[src/rtl/rob_commit.sv]
// Reorder buffer with in-order retirement: allocates at the tail, marks entries done
// on write-back, and retires at most one done entry per cycle from the head.
module rob_commit #(
    parameter int ROB_DEPTH = 8,
    parameter int IDX_W     = 3,
    parameter int DATA_W    = 32,
    parameter int REG_W     = 5
) (
    input  logic              clk,
    input  logic              reset,
    input  logic              alloc_valid,
    input  logic [REG_W-1:0]  alloc_rd,
    output logic              alloc_ready,
    output logic [IDX_W-1:0]  alloc_idx,
    input  logic              wb_valid,
    input  logic [IDX_W-1:0]  wb_idx,
    input  logic [DATA_W-1:0] wb_value,
    output logic              commit_valid,
    output logic [REG_W-1:0]  commit_rd,
    output logic [DATA_W-1:0] commit_value,
    output logic [IDX_W-1:0]  commit_idx,
    output logic [IDX_W:0]    rob_count
);

    localparam logic [IDX_W:0] FULL_CNT = (IDX_W+1)'(ROB_DEPTH);

    logic [ROB_DEPTH-1:0] busy_q, busy_d;
    logic [ROB_DEPTH-1:0] done_q, done_d;
    logic [REG_W-1:0]     rd_q    [ROB_DEPTH];
    logic [DATA_W-1:0]    value_q [ROB_DEPTH];
    logic [IDX_W-1:0]     head_q, head_d;
    logic [IDX_W-1:0]     tail_q, tail_d;
    logic [IDX_W:0]       count_q, count_d;

    logic                 commit_valid_q;
    logic [REG_W-1:0]     commit_rd_q;
    logic [DATA_W-1:0]    commit_value_q;
    logic [IDX_W-1:0]     commit_idx_q;

    logic accept;
    logic do_commit;
    logic wb_take;

    assign alloc_ready  = (count_q != FULL_CNT);
    assign alloc_idx    = tail_q;
    assign rob_count    = count_q;
    assign commit_valid = commit_valid_q;
    assign commit_rd    = commit_rd_q;
    assign commit_value = commit_value_q;
    assign commit_idx   = commit_idx_q;

    assign accept    = alloc_valid && alloc_ready;
    assign do_commit = busy_q[head_q] && done_q[head_q];
    // Free or already-done targets are dropped; the first result wins.
    assign wb_take   = wb_valid && busy_q[wb_idx] && !done_q[wb_idx];

    always_comb begin
        busy_d  = busy_q;
        done_d  = done_q;
        head_d  = head_q;
        tail_d  = tail_q;
        count_d = count_q;
        if (wb_take) begin
            done_d[wb_idx] = 1'b1;
        end
        if (do_commit) begin
            busy_d[head_q] = 1'b0;
            done_d[head_q] = 1'b0;
            head_d         = head_q + 1'b1;
        end
        if (accept) begin
            busy_d[tail_q] = 1'b1;
            done_d[tail_q] = 1'b0;
            tail_d         = tail_q + 1'b1;
        end
        case ({accept, do_commit})
            2'b10:   count_d = count_q + 1'b1;
            2'b01:   count_d = count_q - 1'b1;
            default: count_d = count_q;
        endcase
    end

    always_ff @(posedge clk) begin
        if (reset) begin
            busy_q  <= '0;
            done_q  <= '0;
            head_q  <= '0;
            tail_q  <= '0;
            count_q <= '0;
        end else begin
            busy_q  <= busy_d;
            done_q  <= done_d;
            head_q  <= head_d;
            tail_q  <= tail_d;
            count_q <= count_d;
        end
    end

    // Payload storage needs no reset: it is only read while the entry is busy.
    always_ff @(posedge clk) begin
        if (accept) begin
            rd_q[tail_q] <= alloc_rd;
        end
        if (wb_take) begin
            value_q[wb_idx] <= wb_value;
        end
    end

    always_ff @(posedge clk) begin
        if (reset) begin
            commit_valid_q <= 1'b0;
            commit_rd_q    <= '0;
            commit_value_q <= '0;
            commit_idx_q   <= '0;
        end else begin
            commit_valid_q <= do_commit;
            if (do_commit) begin
                commit_rd_q    <= rd_q[head_q];
                commit_value_q <= value_q[head_q];
                commit_idx_q   <= head_q;
            end
        end
    end

endmodule

[config.mk]
export PLATFORM = sky130hd
export DESIGN_NAME = rob_commit
export DESIGN_NICKNAME = d
export VERILOG_FILES = /design/src/rtl/rob_commit.sv
export SDC_FILE = /design/constraint.sdc
export NUM_CORES = 1
export LEC_CHECK = 0
export CAP_MARGIN = 40
export CORE_MARGIN = 2
export CORE_UTILIZATION = 50
export CTS_CLUSTER_DIAMETER = 50
export DETAILED_ROUTE_END_ITERATION = 8
export GPL_TIMING_DRIVEN = 0
export PLACE_DENSITY = 0.75
export RECOVER_POWER = 25
export SLEW_MARGIN = 20
export SYNTH_ARGS = -nofsm -noshare
export SYNTH_HDL_FRONTEND = slang
export SYNTH_SLANG_ARGS = --single-unit
[constraint.sdc]
create_clock -name clk -period 11.4 [get_ports clk]
set_clock_uncertainty 0.05 [all_clocks]
set_input_delay 1.71 -clock clk [delete_from_list [all_inputs] [get_ports clk]]
set_output_delay 1.71 -clock clk [all_outputs]
set_load 0.02 [all_outputs]
# Word-level counts from Yosys, hierarchy flattened
# Memory sizes are Yosys's and may differ from the RTL's. A register that Yosys moved wholly into a read port is not among the register bits.
# Index checks and enable logic that the tools add are counted.
# totals
ff_bits	30
mem_bits_rw	296
in_bits	44
out_inout_bits	49
elab_cells	62
mem_count	2
# classes
addsub	4
n_lt_le_gt_ge	6
eq_ne	3
n_mux	24
bitwise_logic	7
reduce_logical	9
# memory_table
name	depth	word_bits	rd	rd_ports_with_merged_regs	wr	line_no	source
value_q	8	32	1	1	1	30	logic [DATA_W-1:0] value_q [ROB_DEPTH];
rd_q	8	5	1	1	1	29	logic [REG_W-1:0] rd_q [ROB_DEPTH];
# op_table
cell	n
$mux 8	5
$and 8x8->8	3
$not 8->8	2
$or 8x8->8	2
$bmux 1 s3	4
$lt 3x4->1 const B	3
$mux 1	11
$demux 1 s3	3
$ge 3x1->1 const B	3
$pmux 4 s2	1
$logic_and 1x1->1	7
$add 3x1->3 const B	2
$add 4x1->4 const B	1
$ne 4x4->1 const B	1
$sub 4x1->4 const B	1
$eq 2x1->1 const B	1
$eq 2x2->1 const B	1
$reduce_bool 2->1	1
$logic_not 1->1	1

# Depth between registers and ports, before layout
# Gate-level depths: netlist of the first run.
# depth
depth_word	10
mapped_depth	12
mapped_depth_nobuf	10

# Worst setup path after synthesis of the first run
# Ideal clock, no wire load.
# synth_path
path_kind	input to register
start	input wb_idx[2]
end	register done_q[2]
setup_time_ps	89
arrival_ps	5579
required_ps	11261
path_slack_ps	5682
cell_stages	4
cell_sequence	clkbuf_1 -> nor4_1 -> o21ai_0 -> nor3_1
# synth_via
elab_chain_len	10
elab_cells_between_ends	18
# synth_lines
element	line_no	source
start: declaration	16	input logic [IDX_W-1:0] wb_idx,
$lt 3x4->1 (implied by the code) or $ge 3x1->1 (tied branches)	64	done_d[wb_idx] = 1'b1;
$logic_and 1x1->1 (implied by the code)	64	
$mux 1 (implied by the code)	64	
$demux 1 s3	64	
$or 8x8->8 (no source line)	n/a	
$mux 8 (*)	63	if (wb_take) begin
$and 8x8->8 (no source line)	n/a	
$mux 8 (*)	66	if (do_commit) begin
$and 8x8->8 (no source line)	n/a	
$mux 8 (*)	71	if (accept) begin
end signal: assignment	92	done_q <= done_d;
end: declaration	28	logic [ROB_DEPTH-1:0] done_q, done_d;
# Every way passes the cells marked *; elsewhere a longest branch is shown, timed or not. The select of a mux whose other input is x is not followed.
# A chain may end at the register's enable or synchronous reset.

# Worst setup path after layout of the first run
# layout_path
start	input wb_idx[2]
end	memory value_q[3][1] (enable)
# layout_via
elab_chain_len	6
elab_cells_between_ends	9
# layout_lines
element	line_no	source
$bmux 1 s3	55	assign wb_take = wb_valid && busy_q[wb_idx] && !done_q[wb_idx];
$mux 1 (implied by the code)	55	
$logic_and 1x1->1 or $logic_not 1->1 (tied branches)	55	
$logic_and 1x1->1	55	
$mux 1	104	if (wb_take) begin
$mux 1 (implied by the code)	105	value_q[wb_idx] <= wb_value;
end: declaration	30	
# Parallel ways exist; a longest one is shown, timed or not. The select of a mux whose other input is x is not followed.

==> results of run 1 <==
[path summary, 6_finish.rpt]
| kind | startpoint | end | cells past startpoint | slack, ns |
|---|---|---|---|---|
| setup / recovery | wb_idx[2] | value_q[3][1] | 9 | 6.53 |
| hold / removal | commit_rd[4] | commit_rd[4] | 2 | 0.44 |
| setup reg to reg | head_q[2] | rob_count[3] | 11 | 7.84 |
| hold reg to reg | commit_rd[4] | commit_rd[4] | 2 | 0.44 |
[cell usage after synthesis (5+ instances only)]
library cell | number | share of area [%]
o21ai_0 | 9 | 0.31
nor2_1 | 97 | 2.5
dfxtp_1 | 67 | 9.3
a31oi_1 | 5 | 0.22
edfxtp_1 | 296 | 62
o22ai_1 | 36 | 1.6
mux2_2 | 22 | 1.7
buf_4 | 7 | 0.37
nand2b_1 | 5 | 0.22
a211oi_1 | 48 | 2.5
buf_1 | 7 | 0.18
ha_1 | 5 | 0.43
clkbuf_1 | 35 | 0.91
a211oi_2 | 24 | 2.1
nand3_1 | 9 | 0.31
nand2_1 | 14 | 0.37
inv_1 | 6 | 0.16
buf_2 | 15 | 0.52
a21oi_1 | 47 | 1.6
mux2i_1 | 99 | 6.9
a22oi_1 | 20 | 1.0
xor2_1 | 5 | 0.30
nor3_1 | 7 | 0.24
a2bb2oi_1 | 16 | 0.97
[cell usage in the layout, fill, tap and decap left out, types with 6 or more instances in the layout]
cell type	n
nand2_1	14
buf_16	6
buf_1	7
clkdlybuf4s50_1	69
a211oi_1	48
a2bb2oi_1	16
clkinv_2	7
nor2_1	95
buf_4	13
mux2_2	22
buf_2	21
a21oi_1	47
mux2i_1	99
dlygate4sd3_1	23
a22oi_1	20
dfxtp_1	67
nand3_1	9
clkbuf_16	37
edfxtp_1	296
a211oi_2	24
o21ai_0	9
clkbuf_1	43
inv_1	6
o22ai_1	36
[sequential cells by signal (all words and copies together) (netlist names)]
| signal | count |
|---|---|
| value_q | 256 |
| rd_q | 40 |
| commit_value | 32 |
| busy_q | 8 |
| done_q | 8 |
| commit_rd | 5 |
| rob_count | 4 |
| alloc_idx | 3 |
| commit_idx | 3 |
| head_q | 3 |
| commit_valid | 1 |
[worst max-delay path, stage by stage]
cell	delay, ns
clkdlybuf4s50_1	0.57
clkbuf_1	0.48
a32oi_1	0.37
a221oi_1	0.34
nand2_1	0.28
nor3b_2	0.56
buf_4	0.31
buf_4	0.23
buf_6	0.18
[layer usage]
| metal | global-route usage, % | vias to the layer above | part of all wire, % | wire [µm] |
|---|---|---|---|---|
| li1 | - | 4055 | - | - |
| met1 | 31.67 | 4500 | 40 | 14620 |
| met2 | 41.72 | 367 | 50 | 18120 |
| met3 | 3.158 | 61 | 7.2 | 2610 |
| met4 | 7.388 | 0 | 2.2 | 796 |
| met5 | 0 | - | 0 | 0 |
[cell type report]
type	instances	area, µm²	area share [%]
clock inverter	19	226.5	1.300
buffer	65	296.5	1.702
antenna	1	2.502	0.01436
tap	384	480.5	2.758
multi-input combinational	523	3939	22.61
timing repair buffer	117	1256	7.210
sequential	363	10230	58.71
clock buffer	46	969.7	5.566
inverter	6	22.52	0.1293
[logic make-up after synthesis]
kind of cell,share of synthesized area (%)
fa+ha+maj,0.4347
mux,9.076
buf+inv,2.217
flops,71.08
xor+xnor,0.4260
compound gates,11.44
simple gates,5.329
[through the flow]
stage          instance area (µm²)  power (mW)  setup slack [ns]
6_report                     17420       2.721             6.527
5_1_grt                      17420       2.784             6.331
4_1_cts                      17410       2.729             6.597
3_5_place_dp                 16210       1.542             6.090
3_3_place_gp                 15790       1.536             1.359
2_1_floorplan                14390       1.497             5.682
[power by group]
group | internal [mW] | switching [mW]
sequential | 1.44 | 0.00570
combinational | 0.0269 | 0.0417
clock | 0.719 | 0.488
total | 2.18 | 0.536
==> flow_summary.yaml, run 1 <==
die:
  rows: 62
  die_h_um: 173.7
  die_w_um: 173.7
  dieArea_mm2: 0.03016
  num_io_pins: 93
  start_util_pct: 50.42
  coreArea_mm2: 0.02855
timing:
  finalMaxSlewViolations: 0
  worst_pin_slew_ns: 0.8247
  rsz0062_at_grt: "false"
  holdWs_ns: 0.4445
  final_hold_viol_count: 0
  fmax_ghz: 0.2052
  setup_viol: 0
  max_slew_margin_pct: 45.02
  finalCriticalPeriod_ns: 4.873
  finalSetupTns_ns: 0
  period_share_pct: 42.75
grt:
  grt_pass1_wl_um: 54190
  grt_start_max_net_pins: 20
  grt_antenna_before_repair: 1
  grt_pass1_vias: 9096
  overflow: 0
  grt_use_total_pct: 24.01
worst_setup_path:
  path_class: "in -> reg"
  cp-end-kind: "flop"
  cp-start-kind: "input pin"
  worstPathMaxFanout: 10
  required_ns: 11.57
  crit_arrival_ns: 5.05
clocking:
  post_cts_buffers: 0
  htree_levels: 2
  clk_pin_slew_worst_paths_ns: 0.06
  clk_path_buf_depth: 3
  postCtsHoldBufs: 0
  clock_sinks: 363
  clkLatencyLatePin_ns: 0.51
  cts.repair.resized: 0
  cts_tree: "yes"
  cts_root_buf: "clkbuf_16"
  cts_buffers: 37
placed_design:
  dp_hpwl_um: 23800
  io_buffers: 92
  placed_cells: 1457
  gp_congestion: 0.9003
routing:
  drc_errors: 0
  vias: 8983
  avgRoutedWirePerCell_um: 23.72
  firstDrtPassIters: 5
  antenna_left: 0
  wirelength_um: 36140
  dr.first_iter.drc_count: 820
  vias_per_cell: 5.894
synth:
  avgSynthCellArea_um2: 15.04
  syn_nets: 1006
  synth_ff_type: "edfxtp_1"
  netlist_instances: 957
  synth_cell_types: 56
  ys_warn_count: 0
  synth_edf_count: 296
  synthArstFlopShare_pct: 0
  ys_seq_elements: 363
  synthesis.area_mm2: 0.01439
  seq_area_frac_synth_pct: 71.08
run:
  cap_violations: 0
min_path:
  hp-class: "reg -> reg"
power:
  irDropWorstVdd_mv: 0.1148
  p_per_area_mw_per_mm2: 156.2
  p_leak_nw: 5.397
outcome:
  status: "complete, no violations"
layout:
  final_nets: 1162
  stdcell_count: 1524
  area_delta_synth_final_pct: 21.06
  layout-drive-gt1-share_pct: 14.49
  nFillCells: 2153
  final_util_pct: 61.03
Note: power is estimated with default switching activity, not from simulation.
==> run 2, diff against run 1 <==
clock period = 4.9 ns   (was 11.4 ns; I/O delays follow)
==> results of run 2 <==
Same layout as run 1 (identical final DEF). Status: complete, no violations.
Main changes from that run: setup slack after placement 6.090 ns -> 0.5649 ns; setup slack after layout 6.527 ns -> 1.002 ns; register-to-register setup slack 7.84 ns -> 1.34 ns; total power 2.721 mW -> 6.330 mW; worst IR drop on VDD 0.1148 mV -> 0.2672 mV
==> run 3, diff against run 2 <==
clock period = 3.62 ns   (was 4.9 ns; I/O delays follow)
==> flow_summary.yaml, run 3 (synthesized netlist as in run 1, its figures left out) <==
outcome:
  status: "complete, no violations"
worst_setup_path:
  crit_arrival_ns: 3.79
  required_ns: 4.02
  worstPathMaxFanout: 11
  worstSetupStartpoint: "head_q[0]"
  cp-end-kind: "flop"
  r2r_slack_ns: 0.22
  cp-start-kind: "flop"
  reg2reg_depth: 12
  r2r_start: "head_q[0]"
  rr_endpoint: "rob_count[2]"
  path_class: "reg -> reg"
  critPathCapture: "rob_count[2]"
routing:
  wirelength_um: 35950
  antenna_left: 0
  drc_errors: 0
  avgRoutedWirePerCell_um: 23.59
  vias: 9089
  firstDrtPassIters: 7
  dr.first_iter.drc_count: 898
  vias_per_cell: 5.964
power:
  power_mw: 8.317
  p_per_area_mw_per_mm2: 478.1
  irDropWorstVdd_mv: 0.3352
  p_leak_nw: 5.370
die:
  die_w_um: 173.7
  num_io_pins: 93
  die_h_um: 173.7
  coreArea_mm2: 0.02855
  start_util_pct: 50.42
  rows: 62
  dieArea_mm2: 0.03016
grt:
  grt_antenna_before_repair: 1
  grt_pass1_wl_um: 53340
  grt_pass1_vias: 9094
  grt_use_total_pct: 23.53
  grt_start_max_net_pins: 21
  overflow: 0
clocking:
  cts_root_buf: "clkbuf_16"
  clkLatencyLatePin_ns: 0.52
  htree_levels: 2
  cts_buffers: 37
  postCtsHoldBufs: 0
  clock_sinks: 363
  clk_pin_slew_worst_paths_ns: 0.06
  cts_tree: "yes"
  clk_path_buf_depth: 3
layout:
  regMostFlops: "value_q"
  final_util_pct: 60.94
  nFillCells: 2152
  final_cell_mix: "296 x edfxtp_1, 99 x mux2i_1, 95 x nor2_1, 69 x clkdlybuf4s50_1, 67 x dfxtp_1"
  final_nets: 1160
  stdcell_count: 1524
  layout-drive-gt1-share_pct: 14.14
  area_delta_synth_final_pct: 20.86
  largest_reg_flops: 256
  layout_commonest_cell: "edfxtp_1"
  fin_area_mm2: 0.01740
placed_design:
  dp_hpwl_um: 23800
  placed_cell_area_mm2: 0.01626
  gp_congestion: 0.8586
  place_ws_ns: -0.3773
  io_buffers: 92
  placed_cells: 1454
timing:
  finalMaxSlewViolations: 0
  setup_viol: 0
  period_share_pct: 93.80
  max_slew_margin_pct: 41.26
  setup_ws_ns: 0.2243
  final_hold_viol_count: 0
  worst_pin_slew_ns: 0.8811
  finalCriticalPeriod_ns: 3.396
  finalSetupTns_ns: 0
  holdWs_ns: 0.4464
  fmax_ghz: 0.2945
  rsz0062_at_grt: "false"
min_path:
  hp-class: "reg -> reg"
run:
  cap_violations: 0
==> run 3: worst min path at each step <==
stage | startpoint | end | cells after the start
2_1_floorplan | busy_q[7] | busy_q[7] | 2
3_3_place_gp | busy_q[7] | busy_q[7] | 2
3_5_place_dp | busy_q[7] | busy_q[7] | 2
4_1_cts | commit_rd[0] | commit_rd[0] | 2
5_1_grt | commit_rd[2] | commit_rd[2] | 2
6_report | commit_rd[0] | commit_rd[0] | 2
==> run 3: worst max-delay path, stage by stage, from the launching register on <==
cell,delay (ns)
dfxtp_1,0.49
buf_4,0.27
mux4_2,0.53
nor2_1,0.26
nor3_4,0.08
buf_2,0.25
ha_1,0.31
xor2_1,0.16
ha_1,0.19
a21oi_1,0.16
xor2_1,0.11
or3_1,0.31
a21oi_1,0.14
==> run 3: final cells by class <==
type	count	area [µm²]	area share [%]
multi-input cells	523	3949	22.70
clock buffers	54	1015	5.833
inverters	6	22.52	0.1295
diodes	1	2.502	0.01439
plain buffers	65	297.8	1.712
clock inverters	13	102.6	0.5898
flip-flops and latches	363	10230	58.81
repair buffers	115	1296	7.452
well taps	384	480.5	2.762
==> run 3: metal layers <==
layer | vias up | share of wire, % | wire length (µm) | track usage [%]
met4 | 0 | 3.2 | 1160 | 8.999
met3 | 80 | 7.5 | 2687 | 3.443
li1 | 4051 | - | - | -
met1 | 4538 | 40 | 14440 | 31.57
met5 | - | 0 | 0 | 0
met2 | 420 | 49 | 17660 | 39.20
==> run 3: repair_timing <==
action | CTS | global route
setup buffers | 0 | 2
resized for setup | 0 | 2
endpoints found under the setup margin | 0 | 31
==> run 3: power by group <==
part	switching (mW)	internal [mW]	leakage [nW]	total [mW]
combinational	0.132	0.0851	1.61	0.217
sequential	0.0180	4.53	3.20	4.55
clock	1.52	2.03	0.551	3.55
total	1.67	6.65	5.37	8.32
==> patch 1: new RTL, flow settings as in run 2 <==
Register the output `rob_count` once more, without a reset; this adds one clock of latency there. The other outputs are not delayed to match.
--- a/src/rtl/rob_commit.sv
+++ b/src/rtl/rob_commit.sv
@@ -45,3 +45,5 @@
     assign alloc_idx    = tail_q;
-    assign rob_count    = count_q;
+    always_ff @(posedge clk) begin
+        rob_count <= count_q;
+    end
     assign commit_valid = commit_valid_q;
Behaviour: not the same (a bounded check fails within 4 cycles, from zero or initial values and one cycle with reset high).
==> patch 1 against run 2 <==
  * Worst hold slack worse by 0.11 ns
  * Routed wire length up 3.5%
  * Cell area rose by 0.62%
  * Sequential cell count up 4
  * Setup slack improved by 0.46 ns
  * Synthesized area rose by 1.5%
  * Critical path depth did not move
  * Non-clock buffer count decreased by 4
  * Total power grew 0.37%
  * Sequential share of layout area increased by 0.093 points
  * Count of clock-buffer cells in the layout is 2 higher
  * First-iteration DRC count rose by 29%
  * Sequential power rose by 2%
==> patch 1: results (changes against run 2) <==
set qor(initialDrtViolationCount) 1055 ;# +29%
set qor(synth_top_cells_by_area) {edfxtp_1 (61%), dfxtp_1 (9.7%), mux2i_1 (7.1%)}
set qor(synth_compound_area_share_pct) 10.1 ;# -1.4 points
set qor(reg2reg_from) {head_q[0]$_SDFFE_PP0N_}
set qor(dp_hpwl_um) 24200 ;# +1.7%
set qor(crit_path_top_delay_cell) {clkdlybuf4s50_1}
set qor(nets) 1173 ;# +0.95%
set qor(grt_start_max_net_pins) 23 ;# +15%
set qor(synth_fp_nets) 1022 ;# +1.6%
set qor(regToRegEndpoint) {count_q[2]$_SDFFE_PP0P_}
set qor(post_dp_cell_area_sq_um) 16300 ;# +0.73%
set qor(clockRootBuffer) {clkbuf_16}
set qor(synthDominantCellAreaShare_pct) 60.8 ;# -0.94 points
set qor(length_in_cells_of_the_worst_reg_to_reg_path) 16 ;# +5
set qor(most_flop_heavy_register) {value_q}
set qor(grt_first_pass_wirelength_um) 55400 ;# +2.2%
set qor(htree_num_levels) 2 ;# unchanged
set qor(cts_setup_buffers) 0 ;# unchanged
set qor(slew_headroom_pct) 43.9 ;# -1.1 points
set qor(netlist_instances) 973 ;# +1.7%
set qor(synth_xor_area_share_pct) 0.300 ;# -0.13 points
set qor(synth_seq_area_share_pct) 70.5 ;# -0.54 points
set qor(drt_wl_total_um) 37400 ;# +3.5%
set qor(slack_of_the_worst_reg_to_reg_path_ns) 1.51 ;# +0.17 ns
set qor(cts.reportedPaths.clkPinSlew_ns) 0.06 ;# about the same
set qor(worst_path_largest_cell_delay_ns) 0.60 ;# +0.03 ns
set qor(dp_slack_ns) 0.977 ;# +0.412 ns
set qor(synth_mux_area_share_pct) 11.7 ;# +2.6 points
set qor(min-delay-path-class) {flip-flop to flip-flop}
set qor(cts_inserted_buffers) 38 ;# +2.7%
set qor(routabilityCongestion) 0.846 ;# -6.1%
set qor(fmax_achieved_mhz) 291 ;# +13%
set qor(post_synthesis_cell_type_count) 48 ;# -14%
set qor(origin_of_the_worst_min_delay_path) {count_q[3]$_SDFFE_PP0P_}
set qor(power_leakage_nw) 5.88 ;# +9.0%
set qor(place.port_buffers) 91 ;# -1.1%
set qor(worst_ir_drop_vdd_v) 0.000316 ;# +18%
set qor(number_of_instances_on_the_worst_hold_path) 0 ;# -2
set qor(antenna_found_initial) 1 ;# unchanged
set qor(drive_above_1_share_pct) 16.4 ;# +1.9 points
set qor(vias) 9228 ;# +2.7%
set qor(min_to) {rob_count[3]$_DFF_P_}
set qor(netlist_top_cells_count) {edfxtp_1 (296), mux2i_1 (103), dfxtp_1 (71), a22oi_1 (58), mux2_2 (56)}
set qor(status) {completed}
set qor(post_synth_fa_ha_maj_area_fraction_pct) 0.428 ;# -0.0066 points
set qor(globalRouteTotalUtil_pct) 24.4 ;# +0.38 points
set qor(grt_pass1_vias) 9173 ;# +0.85%
set qor(critPathArrivalTime_ns) 3.63 ;# -0.44 ns
set qor(internal-power_w) 0.00505 ;# -0.69%
-- patch 1: cell types whose count changed after synthesis, sizes merged, moves of 5 or more --
cell,delta
nor2,-59
a211oi,-46
nand2,+39
a22oi,+38
o21ai,+36
mux2,+34
a21oi,-16
a2bb2oi,-16
buf,+7
a31oi,-5
clkbuf,-5
-- patch 1: worst reg2reg max path: stages, from the launching register on --
cell and delay [ns]:
dfxtp_1 0.35, buf_2 0.20, buf_6 0.19, mux2i_1 0.23, o22ai_1 0.17, a211oi_4 0.34, a21o_1 0.14, buf_6 0.15
inv_4 0.09, buf_6 0.16, ha_1 0.25, xor2_1 0.16, ha_1 0.18, a21oi_1 0.14, xor2_1 0.09, or3_1 0.30
a21oi_1 0.13
-- patch 1: stage by stage --
step	total power (W)	utilization, %	std cells	hold WS (ns)
floorplan	0.00356	-	973	0.310
global placement	0.00366	55.6	1448	0.319
detailed placement	0.00368	56.7	1466	0.321
CTS	0.00637	60.8	1533	0.330
global route	0.00653	60.9	1535	0.345
finish	0.00635	60.9	1536	0.331
-- patch 1: metal layers --
layer / up-vias / GRT usage [%] / wire, um
li1: 4094 / - / -
met5: - / 0 / 0
met2: 490 / 40.0 / 18000
met4: 0 / 8.78 / 1160
met3: 84 / 5.13 / 3430
met1: 4560 / 32.4 / 14800
-- patch 1: logic make-up (layout without fill, tap and decap cells) --
group,Yosys count,count (layout)
and+or+nand+nor,139,139
muxes,161,161
DFF,367,367
AOI/OAI and AO/OA,220,220
xor gates and xnor gates,5,5
buffers and inverters,76,254
adders and majority gates,5,5
other,0,1
-- patch 1: power groups by stage --
stage / logic, W / clock network, W / registers, W
4_1_cts: 0.000198 / 0.00276 / 0.00342
2_1_floorplan: 0.0000740 / 0 / 0.00348
6_report: 0.000197 / 0.00274 / 0.00342
3_3_place_gp: 0.000182 / 0 / 0.00348
5_1_grt: 0.000211 / 0.00291 / 0.00342
3_5_place_dp: 0.000197 / 0 / 0.00348
-- patch 1: worst max path at each step --
stage | cells past startpoint | startpoint | endpoint
2_1_floorplan | 5 | wb_idx[0] | value_q[1][0]$_DFFE_PP_
3_3_place_gp | 6 | wb_idx[1] | value_q[1][26]$_DFFE_PP_
3_5_place_dp | 9 | wb_idx[1] | value_q[1][4]$_DFFE_PP_
4_1_cts | 9 | wb_idx[1] | value_q[1][4]$_DFFE_PP_
5_1_grt | 16 | head_q[0]$_SDFFE_PP0N_ | count_q[2]$_SDFFE_PP0P_
6_report | 9 | wb_idx[1] | value_q[1][4]$_DFFE_PP_
-- patch 1: cell type report --
type | count | area, sq um
fill | 2098 | 11200
sequential | 367 | 10300
multi-input combinational | 530 | 3990
timing repair buffer | 111 | 1190
clock buffer | 48 | 1010
tap | 384 | 480
buffer | 67 | 345
clock inverter | 19 | 171
inverter | 9 | 36.3
antenna | 1 | 2.50
==> patch 2: new RTL, config.mk and constraints of run 2 <==
Made on the original files. The parameter `IDX_W` goes from 3 to 5.
--- a/src/rtl/rob_commit.sv
+++ b/src/rtl/rob_commit.sv
@@ -4,3 +4,3 @@
     parameter int ROB_DEPTH = 8,
-    parameter int IDX_W     = 3,
+    parameter int IDX_W     = 5,
     parameter int DATA_W    = 32,
Interface: changed (resized alloc_idx, commit_idx, rob_count and wb_idx); port bits go from 93 to 101. No check against the original RTL was run, so the function may have changed too.
==> patch 2 against run 2 <==
  * Cell area up 2.1%
  * Via count grew 7.9%
  * Routed wire length increased by 11%
  * Cell count grew 2.0%
  * Total power increased by 1.5%
  * Synthesized area increased by 1.6%
  * Largest power group unchanged
  * Highest routed layer unchanged
  * Sequential cell count increased by 8
  * Setup slack lost 0.27 ns
==> patch 2: results (changes against run 2) <==
set qor(status) {completed}
set qor(critPathArrivalTime_ns) 4.54 ;# +0.47 ns
set qor(worst_ir_drop_vdd_v) 0.000236 ;# -12%
set qor(vias) 9695 ;# +7.9%
set qor(antenna_found_initial) 0 ;# -1
set qor(regToRegEndpoint) {rob_count[4]$_SDFFE_PP0P_}
set qor(dp_hpwl_um) 26600 ;# +12%
set qor(synth_seq_area_share_pct) 71.1 ;# about the same
set qor(antennaDiodeCount) 0 ;# -1
set qor(cts_inserted_buffers) 40 ;# +8.1%
set qor(routabilityCongestion) 0.918 ;# +1.9%
set qor(origin_of_the_worst_min_delay_path) {commit_idx[2]$_SDFFE_PP0N_}
set qor(synth_fp_nets) 1022 ;# +1.6%
set qor(post_dp_cell_area_sq_um) 16600 ;# +2.1%
set qor(length_in_cells_of_the_worst_reg_to_reg_path) 14 ;# +3
set qor(power_leakage_nw) 5.82 ;# +7.8%
set qor(nets) 1190 ;# +2.4%
set qor(timing.final.crit_period_ns) 4.17 ;# +0.275 ns
set qor(worst_setup_path_start_kind) {flip-flop}
set qor(place.port_buffers) 100 ;# +8.7%
set qor(slack_of_the_worst_reg_to_reg_path_ns) 0.73 ;# -0.61 ns
set qor(reg2reg_from) {head_q[0]$_SDFFE_PP0N_}
set qor(grt_first_pass_wirelength_um) 59700 ;# +10%
set qor(synth_top_cells_by_area) {edfxtp_1 (61%), dfxtp_1 (10%), mux4_2 (2.9%)}
set qor(dp_slack_ns) 0.737 ;# +0.173 ns
## patch 2: logic make-up (layout without fill, tap and decap cells)
kind of cell    Yosys count  count (layout)  synth area share (%)
mux                      88              88                  7.91
fa+ha+maj                 5               5                 0.428
flops                   371             371                  71.1
compound gates          217             217                  11.0
xor+xnor                  9               9                 0.539
simple gates            210             210                  6.72
buf+inv                  71             271                  2.32
## patch 2: worst max-delay path, stage by stage, from the launching register on
cell	delay (ns)
dfxtp_1	0.49
nand2b_1	0.43
o21ai_1	0.16
o31ai_2	0.56
inv_2	0.09
buf_2	0.20
buf_2	0.23
ha_1	0.23
clkbuf_1	0.23
xor2_1	0.20
ha_1	0.20
a21oi_1	0.27
a32oi_1	0.18
a21oi_1	0.21
mux2_2	0.35
## patch 2: per-layer routing
metal / share of wire, % / vias up / wire length, um / global-route usage, %
met3: 11 / 112 / 4270 / 5.59
met2: 47 / 674 / 18800 / 41.9
li1: - / 4141 / - / -
met1: 38 / 4768 / 15300 / 35.6
met4: 4.0 / 0 / 1580 / 10.5
met5: 0 / - / 0 / 0
## patch 2: report_power, final
part	internal, W	switching, W	total, W	leakage [nW]
sequential	0.00341	0.0000111	0.00343	3.27
combinational	0.0000624	0.000102	0.000165	1.95
clock	0.00161	0.00122	0.00283	0.601
## patch 2: cell type report
type / count / area, sq um
tap: 384 / 480
inverter: 10 / 37.5
fill: 2069 / 11000
sequential: 371 / 10400
buffer: 61 / 302
clock inverter: 17 / 105
multi-input combinational: 529 / 3950
timing repair buffer: 126 / 1400
clock buffer: 57 / 1130
